[src/rtl/fetch_unit.sv]
// fetch_unit: multi-cycle MIPS instruction fetch stage.
// Owns the architectural PC, drives a valid/ready instruction-memory port
// and presents one fetched instruction at a time to the IF/ID boundary.
// Honours branch delay slots, exception entry, ERET return and stall.
module fetch_unit #(
    parameter logic [31:0] RESET_PC = 32'h0000_3000,
    parameter logic [31:0] EXC_VEC  = 32'h0000_4180
) (
    input  logic        clk,
    input  logic        reset_n,
    input  logic [31:0] npc_in,
    input  logic        redirect,
    input  logic        stall,
    input  logic        flush,
    input  logic        eret,
    input  logic [31:0] epc,
    output logic        imem_req,
    output logic [31:0] imem_addr,
    input  logic        imem_ready,
    input  logic [31:0] imem_rdata,
    output logic        if_valid,
    output logic [31:0] if_instr,
    output logic [31:0] if_pc,
    output logic        if_adel
);

    typedef enum logic [1:0] {
        BOOT  = 2'd0,
        FETCH = 2'd1,
        HOLD  = 2'd2,
        DRAIN = 2'd3
    } state_t;

    state_t      state, state_nxt;
    logic [31:0] pc, pc_nxt;
    logic        pend_valid, pend_valid_nxt;
    logic [31:0] pend_addr, pend_addr_nxt;
    logic [31:0] drain_addr, drain_addr_nxt;
    logic        valid_nxt;
    logic [31:0] instr_nxt;
    logic [31:0] ifpc_nxt;
    logic        adel_nxt;

    logic        take_exc;
    logic [31:0] exc_target;
    logic        misaligned;

    // Exception entry beats ERET; both beat any redirect or sequential step.
    assign take_exc   = flush | eret;
    assign exc_target = flush ? EXC_VEC : epc;
    assign misaligned = (pc[1:0] != 2'b00);

    // A request is raised only for aligned fetches, and is kept up in DRAIN
    // at the old address so an accepted-but-unanswered request is never withdrawn.
    always_comb begin
        imem_req  = 1'b0;
        imem_addr = pc;
        if (state == DRAIN) begin
            imem_req  = 1'b1;
            imem_addr = drain_addr;
        end else if (state == FETCH) begin
            imem_req  = ~misaligned;
        end
    end

    // Next-state and next-register logic for the fetch sequencer.
    always_comb begin
        state_nxt      = state;
        pc_nxt         = pc;
        pend_valid_nxt = pend_valid;
        pend_addr_nxt  = pend_addr;
        drain_addr_nxt = drain_addr;
        valid_nxt      = if_valid;
        instr_nxt      = if_instr;
        ifpc_nxt       = if_pc;
        adel_nxt       = if_adel;

        case (state)
            BOOT: begin
                state_nxt = FETCH;
                if (take_exc) begin
                    pc_nxt         = exc_target;
                    pend_valid_nxt = 1'b0;
                    valid_nxt      = 1'b0;
                end else if (redirect) begin
                    pend_addr_nxt  = npc_in;
                    pend_valid_nxt = 1'b1;
                end
            end

            FETCH: begin
                if (take_exc) begin
                    pc_nxt         = exc_target;
                    pend_valid_nxt = 1'b0;
                    valid_nxt      = 1'b0;
                    if (!misaligned && !imem_ready) begin
                        state_nxt      = DRAIN;
                        drain_addr_nxt = pc;
                    end else begin
                        state_nxt = FETCH;
                    end
                end else begin
                    if (redirect) begin
                        pend_addr_nxt  = npc_in;
                        pend_valid_nxt = 1'b1;
                    end
                    if (misaligned) begin
                        instr_nxt = 32'h0;
                        ifpc_nxt  = pc;
                        adel_nxt  = 1'b1;
                        valid_nxt = 1'b1;
                        state_nxt = HOLD;
                    end else if (imem_ready) begin
                        instr_nxt = imem_rdata;
                        ifpc_nxt  = pc;
                        adel_nxt  = 1'b0;
                        valid_nxt = 1'b1;
                        state_nxt = HOLD;
                    end
                end
            end

            HOLD: begin
                if (take_exc) begin
                    pc_nxt         = exc_target;
                    pend_valid_nxt = 1'b0;
                    valid_nxt      = 1'b0;
                    state_nxt      = FETCH;
                end else if (!stall) begin
                    if (redirect) begin
                        pc_nxt = npc_in;
                    end else if (pend_valid) begin
                        pc_nxt = pend_addr;
                    end else begin
                        pc_nxt = pc + 32'd4;
                    end
                    pend_valid_nxt = 1'b0;
                    valid_nxt      = 1'b0;
                    state_nxt      = FETCH;
                end else if (redirect) begin
                    pend_addr_nxt  = npc_in;
                    pend_valid_nxt = 1'b1;
                end
            end

            DRAIN: begin
                if (take_exc) begin
                    pc_nxt         = exc_target;
                    pend_valid_nxt = 1'b0;
                    valid_nxt      = 1'b0;
                end else if (redirect) begin
                    pend_addr_nxt  = npc_in;
                    pend_valid_nxt = 1'b1;
                end
                if (imem_ready) begin
                    state_nxt = FETCH;
                end
            end

            default: begin
                state_nxt = BOOT;
            end
        endcase
    end

    // State and datapath registers; reset aborts any transaction immediately.
    always_ff @(posedge clk or negedge reset_n) begin
        if (!reset_n) begin
            state      <= BOOT;
            pc         <= RESET_PC;
            pend_valid <= 1'b0;
            pend_addr  <= 32'h0;
            drain_addr <= 32'h0;
            if_valid   <= 1'b0;
            if_instr   <= 32'h0;
            if_pc      <= 32'h0;
            if_adel    <= 1'b0;
        end else begin
            state      <= state_nxt;
            pc         <= pc_nxt;
            pend_valid <= pend_valid_nxt;
            pend_addr  <= pend_addr_nxt;
            drain_addr <= drain_addr_nxt;
            if_valid   <= valid_nxt;
            if_instr   <= instr_nxt;
            if_pc      <= ifpc_nxt;
            if_adel    <= adel_nxt;
        end
    end

endmodule
[config.mk]
export PLATFORM = sky130hd
export DESIGN_NAME = fetch_unit
export DESIGN_NICKNAME = d
export VERILOG_FILES = /design/src/rtl/fetch_unit.sv
export SDC_FILE = /design/constraint.sdc
export NUM_CORES = 1
export LEC_CHECK = 0
export CAP_MARGIN = 20
export CELL_PAD_IN_SITES_DETAIL_PLACEMENT = 1
export CELL_PAD_IN_SITES_GLOBAL_PLACEMENT = 1
export CORE_UTILIZATION = 40
export CTS_CLUSTER_DIAMETER = 40
export DETAILED_ROUTE_END_ITERATION = 8
export GPL_TIMING_DRIVEN = 0
export PLACE_DENSITY_LB_ADDON = 0.1
export SKIP_LAST_GASP = 1
export SLEW_MARGIN = 0
export SYNTH_ARGS = -nofsm -noshare
export SYNTH_HDL_FRONTEND = slang
export SYNTH_SLANG_ARGS = --single-unit
[constraint.sdc]
create_clock -name clk -period 4 [get_ports clk]
set_clock_uncertainty 0.05 [all_clocks]
set_input_delay 0.8 -clock clk [delete_from_list [all_inputs] [get_ports clk]]
set_output_delay 0.8 -clock clk [all_outputs]
set_load 0.05 [all_outputs]
# Yosys cells after proc, flatten, opt, wreduce, memory -nomap -nowiden
# Index checks and enable logic that the tools add are counted.
# word_totals
regBits	165
wordCells	79
# op_classes
n_addsub	1
n_eq_ne	11
muxes	41
n_bitwise	3
n_reduce_logical	14
# op_table
cell	count
$mux 32	15
$pmux 32 s2	2
$add 32x3->32 const B	1
$reduce_and 3->1	5
$mux 1	14
$mux 2	7
$ne 2x2->1 const B	4
$pmux 2 s4	1
$eq 2x2->1 const B	2
$ne 2x1->1 const B	2
$ne 4x4->1 const B	1
$reduce_bool 2->1	2
$ne 3x3->1 const B	1
$pmux 1 s3	1
$reduce_or 3->1	1
$eq 2x1->1 const B	1
$logic_not 1->1	2
$logic_not 2->1	1
$not 1->1	2
$pmux 1 s2	1
$reduce_and 2->1	1
$reduce_or 2->1	1
$logic_and 1x1->1	1
$or 1x1->1	1

# Longest topological paths before layout
# Gate-level depths: netlist of run 1.
# depth
depth_word	6
depth_mapped	9
ltp_nobuf	7

# Least setup slack after synthesis of run 1
# OpenSTA, ideal clock, no wires.
# synth_path
path_type	register to output
start	reg state[0]
end	out imem_addr[0]
arrival_time_ns	1.924
required_ns	3.150
path_slack_ns	1.226
stages_incl_launch_ff	4
n_path_buf	1
path_cell_list	dfrtp_1 ha_1 clkbuf_1 o21ai_0
# synth_via
elab_chain_len	2
# synth_lines
item	line_no	source
start: declaration	34	state_t state, state_nxt;
start signal: assignment	179	state <= state_nxt;
$eq 2x2->1	58	if (state == DRAIN) begin
$mux 32	58	
end: declaration	18	output logic [31:0] imem_addr,
# No other way between the ends.

# Final worst setup path of run 1
# layout_path
start	reg state[0]
end	out imem_addr[11]
# Same word-level chain as after synthesis.

==> results.py, run 1 <==
metrics = {
    "job": {
        "maxCapViolations": 0,
    },
    "timing": {
        "drv_slew": 0,
        "slew_headroom_pct": 47.32,
        "hold_viol_final": 0,
        "period_share_pct": 91.79,
        "finalSetupTns_ns": 0,
        "final.min_clock_period_ns": 3.672,
        "setup_violations": 0,
        "hold_ws_ns": 0.2481,
        "rsz0062_at_grt": "false",
        "max_freq_ghz": 0.2724,
        "tightest_slew_ns": 0.7872,
        "fin_ws_ns": 0.3283,
    },
    "clock_network": {
        "cts_tree": "built",
        "clock_latency_ns": 0.45,
        "cts.sinks": 165,
        "numCtsBuffers": 17,
        "clockBufferDepth": 2,
        "postCtsSetupBuffers": 0,
        "clk_pin_slew_ns": 0.07,
        "cts_hold_buf": 0,
        "cts-root-buf": "clkbuf_16",
        "ctsResizeCount": 0,
        "htreeDepth": 4,
    },
    "power": {
        "power.density_nw_per_um2": 687.2,
        "swShare_pct": 44.26,
        "vdd_drop_max_v": 0.0002629,
        "power_frac_comb_pct": 46.4,
        "cell_internal_pwr_mw": 4.397,
        "p_switching_mw": 3.491,
        "seqPwrFrac_pct": 32.7,
        "clkPwrFrac_pct": 20.9,
        "p_leak_nw": 5.193,
    },
    "setup_path": {
        "worst-setup-path-type": "flop to output port",
        "slowest_stage": "clkdlybuf4s50_1",
        "crit_path_cell_trace": "ha_1 -> buf_1 -> mux2_2 -> clkdlybuf4s50_1",
        "cp-startpoint": "state[0]$_DFFE_PN0P_",
        "timing.rr.end": "pc[21]$_DFFE_PN0P_",
        "rr_worst_depth": 9,
        "cp-end-kind": "output port",
        "r2r_slack_ns": 1.38,
        "cp_max_fo": 10,
        "timing.rr.start": "state[0]$_DFFE_PN0P_",
        "critPathLaunchType": "flop",
        "crit_arrival_ns": 2.82,
        "crit_end": "imem_addr[11]",
        "max_stage_delay_ns": 0.72,
        "required_ns": 3.15,
    },
    "yosys": {
        "synth.distinct_cells": 76,
        "synth-seq-cells": 165,
        "yosysSeqAreaShare_pct": 48.49,
        "synth_fp_nets": 946,
        "ys_warn_count": 0,
        "syn_inst": 837,
        "synth_ff_type": "dfrtp_1",
        "synth_async_sr_flop_share_pct": 100.0,
        "synth_edf_count": 0,
        "synth_area_um2": 8521,
        "synth_area_per_cell_um2": 10.18,
    },
    "cells_and_area": {
        "seqCellArea_um2": 4131,
        "drive_above_1_share_pct": 17.01,
        "final_nets": 1166,
        "mostFrequentLayoutCells": "clkdlybuf4s50_1, nand2_1, dfrtp_1",
        "final_util_pct": 54.78,
        "areaGrowthSynthToFinish_pct": 34.71,
        "multiInputGateArea_um2": 3989,
        "n_antenna_cell": 0,
        "layout_commonest_cell": "clkdlybuf4s50_1",
        "nFillCells": 2348,
    },
    "route": {
        "vias": 7413,
        "first_iter_violations": 387,
        "final_antenna_net_count": 0,
        "route.detailed.drc": 0,
        "first_pass_iters": 5,
        "viasPerCell": 5.512,
        "wirelength_um": 28050,
        "post_drt_wl_per_cell_um": 20.86,
    },
    "die": {
        "io_pins": 202,
        "dieArea_um2": 21890,
        "die_h_um": 148.0,
        "die_w_um": 148.0,
        "rows": 53,
        "design.core.area_um2": 20960,
        "start_util_pct": 40.66,
    },
    "place": {
        "dp_hpwl_um": 20660,
        "pre_cts_ws_ns": 0.7874,
        "globalplace.congestion": 0.8126,
        "portBuffers": 200,
    },
    "worst_hold_path": {
        "min_path_type": "input port to async pin",
    },
    "global_routing": {
        "grt_max_degree": 99,
        "grt_pass1_vias": 7676,
        "antenna_found_initial": 0,
        "grt_overflow": 0,
        "grtUsageTotal_pct": 26.36,
        "grt_pass1_wl_um": 43920,
    },
    "status": {
        "status": "completed",
    },
}
==> state kept, by name, summed over array words and instances, names as in the netlist <==
name,count
state,2
if_instr,32
pend_valid,1
pc,32
if_pc,32
if_adel,1
if_valid,1
pend_addr,32
drain_addr,32
==> worst min-delay path by stage <==
stage	endpoint	slack, ns	cells past startpoint
2_1_floorplan	drain_addr[1]$_DFFE_PN0P_	0.40	1
3_3_place_gp	if_instr[24]$_DFFE_PN0P_	0.40	2
3_5_place_dp	if_instr[11]$_DFFE_PN0P_	0.40	2
4_1_cts	if_instr[2]$_DFFE_PN0P_	0.28	1
5_1_grt	if_instr[5]$_DFFE_PN0P_	0.28	1
6_report	if_instr[2]$_DFFE_PN0P_	0.25	1
==> layer usage <==
layer / global-route usage (%) / vias to the layer above / routed length [µm]
li1: - / 3426 / -
met1: 35.46 / 3681 / 12740
met2: 42.41 / 263 / 13050
met3: 4.568 / 43 / 1603
met4: 10.05 / 0 / 664
met5: 0 / - / 0
==> power by group through the flow <==
stage               Sequential [mW]  Clock, mW  Combinational [mW]
floorplan                      3.51          0                1.44
global placement               2.57          0                3.62
detailed placement             2.60          0                3.67
CTS                            2.58       1.68                3.69
global route                   2.64       1.75                3.86
finish                         2.58       1.65                3.66
==> critical path, delay by kind of cell (launching register included) <==
kind / cells / cell delay [ns]
fa+ha+maj: 1 / 0.27
mux: 1 / 0.41
flops: 1 / 0.42
buf+inv: 2 / 1.28
==> kinds of logic after synthesis <==
logic type / after synthesis / synth area share [%]
XOR/XNOR: 6 / 0.6167
buffers and inverters: 78 / 4.699
AO/OA/AOI/OAI: 169 / 14.41
multiplexers: 90 / 13.11
AND/OR/NAND/NOR: 323 / 17.80
flip-flops: 165 / 48.49
adder cells (fa/ha/maj): 6 / 0.8810
==> stage by stage <==
stage | instances | power [mW] | cell area [µm²]
2_1_floorplan | 837 | 4.951 | 8521
3_3_place_gp | 1312 | 6.190 | 10870
3_5_place_dp | 1313 | 6.274 | 10900
4_1_cts | 1345 | 7.944 | 11480
5_1_grt | 1345 | 8.246 | 11480
6_report | 1345 | 7.888 | 11480
==> synthesized netlist by cell type (all sizes together) (7+ instances only) <==
| cell type | count | area share [%] |
|---|---|---|
| nor3 | 8 | 0.78 |
| a31oi | 11 | 0.81 |
| inv | 13 | 0.57 |
| a221oi | 7 | 0.72 |
| o221ai | 11 | 1.1 |
| buf | 50 | 3.5 |
| a21oi | 24 | 1.7 |
| and3 | 9 | 0.66 |
| nand3 | 55 | 3.6 |
| a211oi | 10 | 0.88 |
| o22ai | 7 | 0.51 |
| mux2i | 7 | 0.82 |
| nor2 | 25 | 1.2 |
| nand2 | 197 | 8.7 |
| clkbuf | 14 | 0.62 |
| dfrtp | 163 | 48 |
| mux2 | 83 | 12 |
| o21ai | 33 | 2.1 |
==> final cells by class <==
type / count / share of cell area (%)
Inverter: 14 / 0.4578
Clock inverter: 15 / 1.341
Clock buffer: 17 / 3.706
Sequential cell: 165 / 35.99
Timing Repair Buffer: 201 / 17.72
Multi-Input combinational cell: 594 / 34.75
Tap cell: 275 / 2.998
Buffer: 64 / 3.030
Note: power is estimated with default switching activity, not from simulation.
==> run 2: changes to the inputs <==
CORE_UTILIZATION = 42   (was 40)
==> run 2 against run 1 <==
Net effect: final cell count fell by 0.74%; clock power barely moved; sequential share of layout area barely moved; first-iteration DRC count fell by 2.1%; non-clock buffer count did not move; setup slack got worse by 0.026 ns; critical path depth did not move; worst hold slack got worse by 0.026 ns; design area barely moved; utilization rose by 3.6 points; routed wire length rose by 0.59%; register-to-register slack improved by 0.02 ns; critical path type unchanged; critical endpoint is now imem_addr[9]; highest routed layer unchanged.
==> results.py, run 2 (synthesis gave the netlist of run 1 again) <==
metrics = {
    "route": {
        "final_antenna_net_count": 0,
        "first_pass_iters": 5,
        "first_iter_violations": 379,
        "route.detailed.drc": 0,
        "wirelength_um": 28220,
        "post_drt_wl_per_cell_um": 21.13,
        "vias": 7479,
        "viasPerCell": 5.602,
    },
    "place": {
        "pre_cts_ws_ns": 0.7763,
        "globalplace.congestion": 0.8482,
        "portBuffers": 200,
        "dp_hpwl_um": 20590,
    },
    "setup_path": {
        "max_stage_delay_ns": 0.75,
        "cp_max_fo": 10,
        "required_ns": 3.15,
        "crit_path_cell_trace": "ha_1 -> buf_1 -> mux2_2 -> clkdlybuf4s50_1",
        "cp-end-kind": "output port",
        "worst-setup-path-type": "flop to output port",
        "r2r_slack_ns": 1.40,
        "critPathLaunchType": "flop",
        "slowest_stage": "clkdlybuf4s50_1",
        "rr_worst_depth": 7,
        "timing.rr.start": "state[0]$_DFFE_PN0P_",
        "timing.rr.end": "pc[14]$_DFFE_PN0P_",
        "crit_arrival_ns": 2.85,
    },
    "clock_network": {
        "clockBufferDepth": 2,
        "cts_hold_buf": 0,
        "clk_pin_slew_ns": 0.07,
        "htreeDepth": 4,
        "cts.sinks": 165,
        "ctsResizeCount": 0,
        "cts-root-buf": "clkbuf_16",
        "cts_tree": "built",
        "postCtsSetupBuffers": 0,
        "clock_latency_ns": 0.44,
        "numCtsBuffers": 17,
    },
    "global_routing": {
        "grt_max_degree": 111,
        "grtUsageTotal_pct": 28.34,
        "grt_pass1_wl_um": 44130,
        "antenna_found_initial": 0,
        "grt_pass1_vias": 7771,
        "grt_overflow": 0,
    },
    "cells_and_area": {
        "n_antenna_cell": 0,
        "mostFrequentLayoutCells": "clkdlybuf4s50_1, nand2_1, dfrtp_1",
        "layout_commonest_cell": "clkdlybuf4s50_1",
        "final_nets": 1166,
        "final_util_pct": 58.38,
        "areaGrowthSynthToFinish_pct": 34.65,
        "drive_above_1_share_pct": 17.01,
        "nFillCells": 2217,
    },
    "die": {
        "start_util_pct": 43.35,
        "dieArea_um2": 20860,
        "design.core.area_um2": 19650,
        "die_w_um": 144.4,
        "rows": 51,
        "io_pins": 202,
        "die_h_um": 144.4,
    },
    "power": {
        "power.density_nw_per_um2": 689.2,
        "power.total_mw": 7.908,
        "p_leak_nw": 5.193,
        "vdd_drop_max_v": 0.0003255,
    },
    "timing": {
        "slew_headroom_pct": 47.40,
        "drv_slew": 0,
        "period_share_pct": 92.44,
        "hold_ws_ns": 0.2220,
        "max_freq_ghz": 0.2704,
        "finalSetupTns_ns": 0,
        "rsz0062_at_grt": "false",
        "setup_violations": 0,
        "final.min_clock_period_ns": 3.698,
        "fin_ws_ns": 0.3024,
        "hold_viol_final": 0,
        "tightest_slew_ns": 0.7862,
    },
    "job": {
        "maxCapViolations": 0,
    },
    "status": {
        "status": "completed",
    },
    "worst_hold_path": {
        "min_path_type": "input port to async pin",
    },
}
==> run 2: metal layers <==
layer / vias up / global-route usage [%] / wire length, µm
met3: 61 / 4.238 / 1607
li1: 3425 / - / -
met5: - / 0 / 0
met1: 3721 / 38.66 / 12580
met4: 0 / 12.80 / 922
met2: 272 / 44.46 / 13110
==> run 2: power by group <==
part / switching (mW) / total [mW] / internal, mW
sequential: 0.344 / 2.57 / 2.23
combinational: 2.33 / 3.67 / 1.34
clock: 0.781 / 1.67 / 0.885
total: 3.46 / 7.91 / 4.45
==> run 2: worst max-delay path: cells and delay by family (launching register included) <==
family,cells,cell delay [ns]
fa+ha+maj,1,0.27
buf+inv,2,1.31
flops,1,0.42
mux,1,0.42
==> run 2: how the worst max path moves through the flow <==
| stage | from | to | depth (start not counted) |
|---|---|---|---|
| after floorplan | state[0]$_DFFE_PN0P_ | imem_addr[0] | 3 |
| after global placement | reset_n | pend_addr[27]$_DFFE_PN0P_ | 1 |
| after detailed placement | eret | if_pc[9]$_DFFE_PN0P_ | 8 |
| after CTS | state[0]$_DFFE_PN0P_ | imem_addr[9] | 4 |
| after global routing | state[0]$_DFFE_PN0P_ | imem_addr[9] | 4 |
| final | state[0]$_DFFE_PN0P_ | imem_addr[9] | 4 |
==> run 2: stage by stage <==
step           cell area, µm²  instances
2_1_floorplan            8521        837
6_report                11470       1335
5_1_grt                 11470       1335
4_1_cts                 11470       1335
3_3_place_gp            10850       1302
3_5_place_dp            10890       1303
==> run 2: final cells by class <==
| class | count | area, µm² | area share (%) |
|---|---|---|---|
| Sequential cell | 165 | 4131 | 36.01 |
| Multi-Input combinational cell | 594 | 3989 | 34.77 |
| Timing Repair Buffer | 201 | 2034 | 17.73 |
| Clock buffer | 17 | 425.4 | 3.708 |
| Buffer | 64 | 347.8 | 3.032 |
| Tap cell | 265 | 331.6 | 2.890 |
| Clock inverter | 15 | 161.4 | 1.407 |
| Inverter | 14 | 52.55 | 0.4580 |
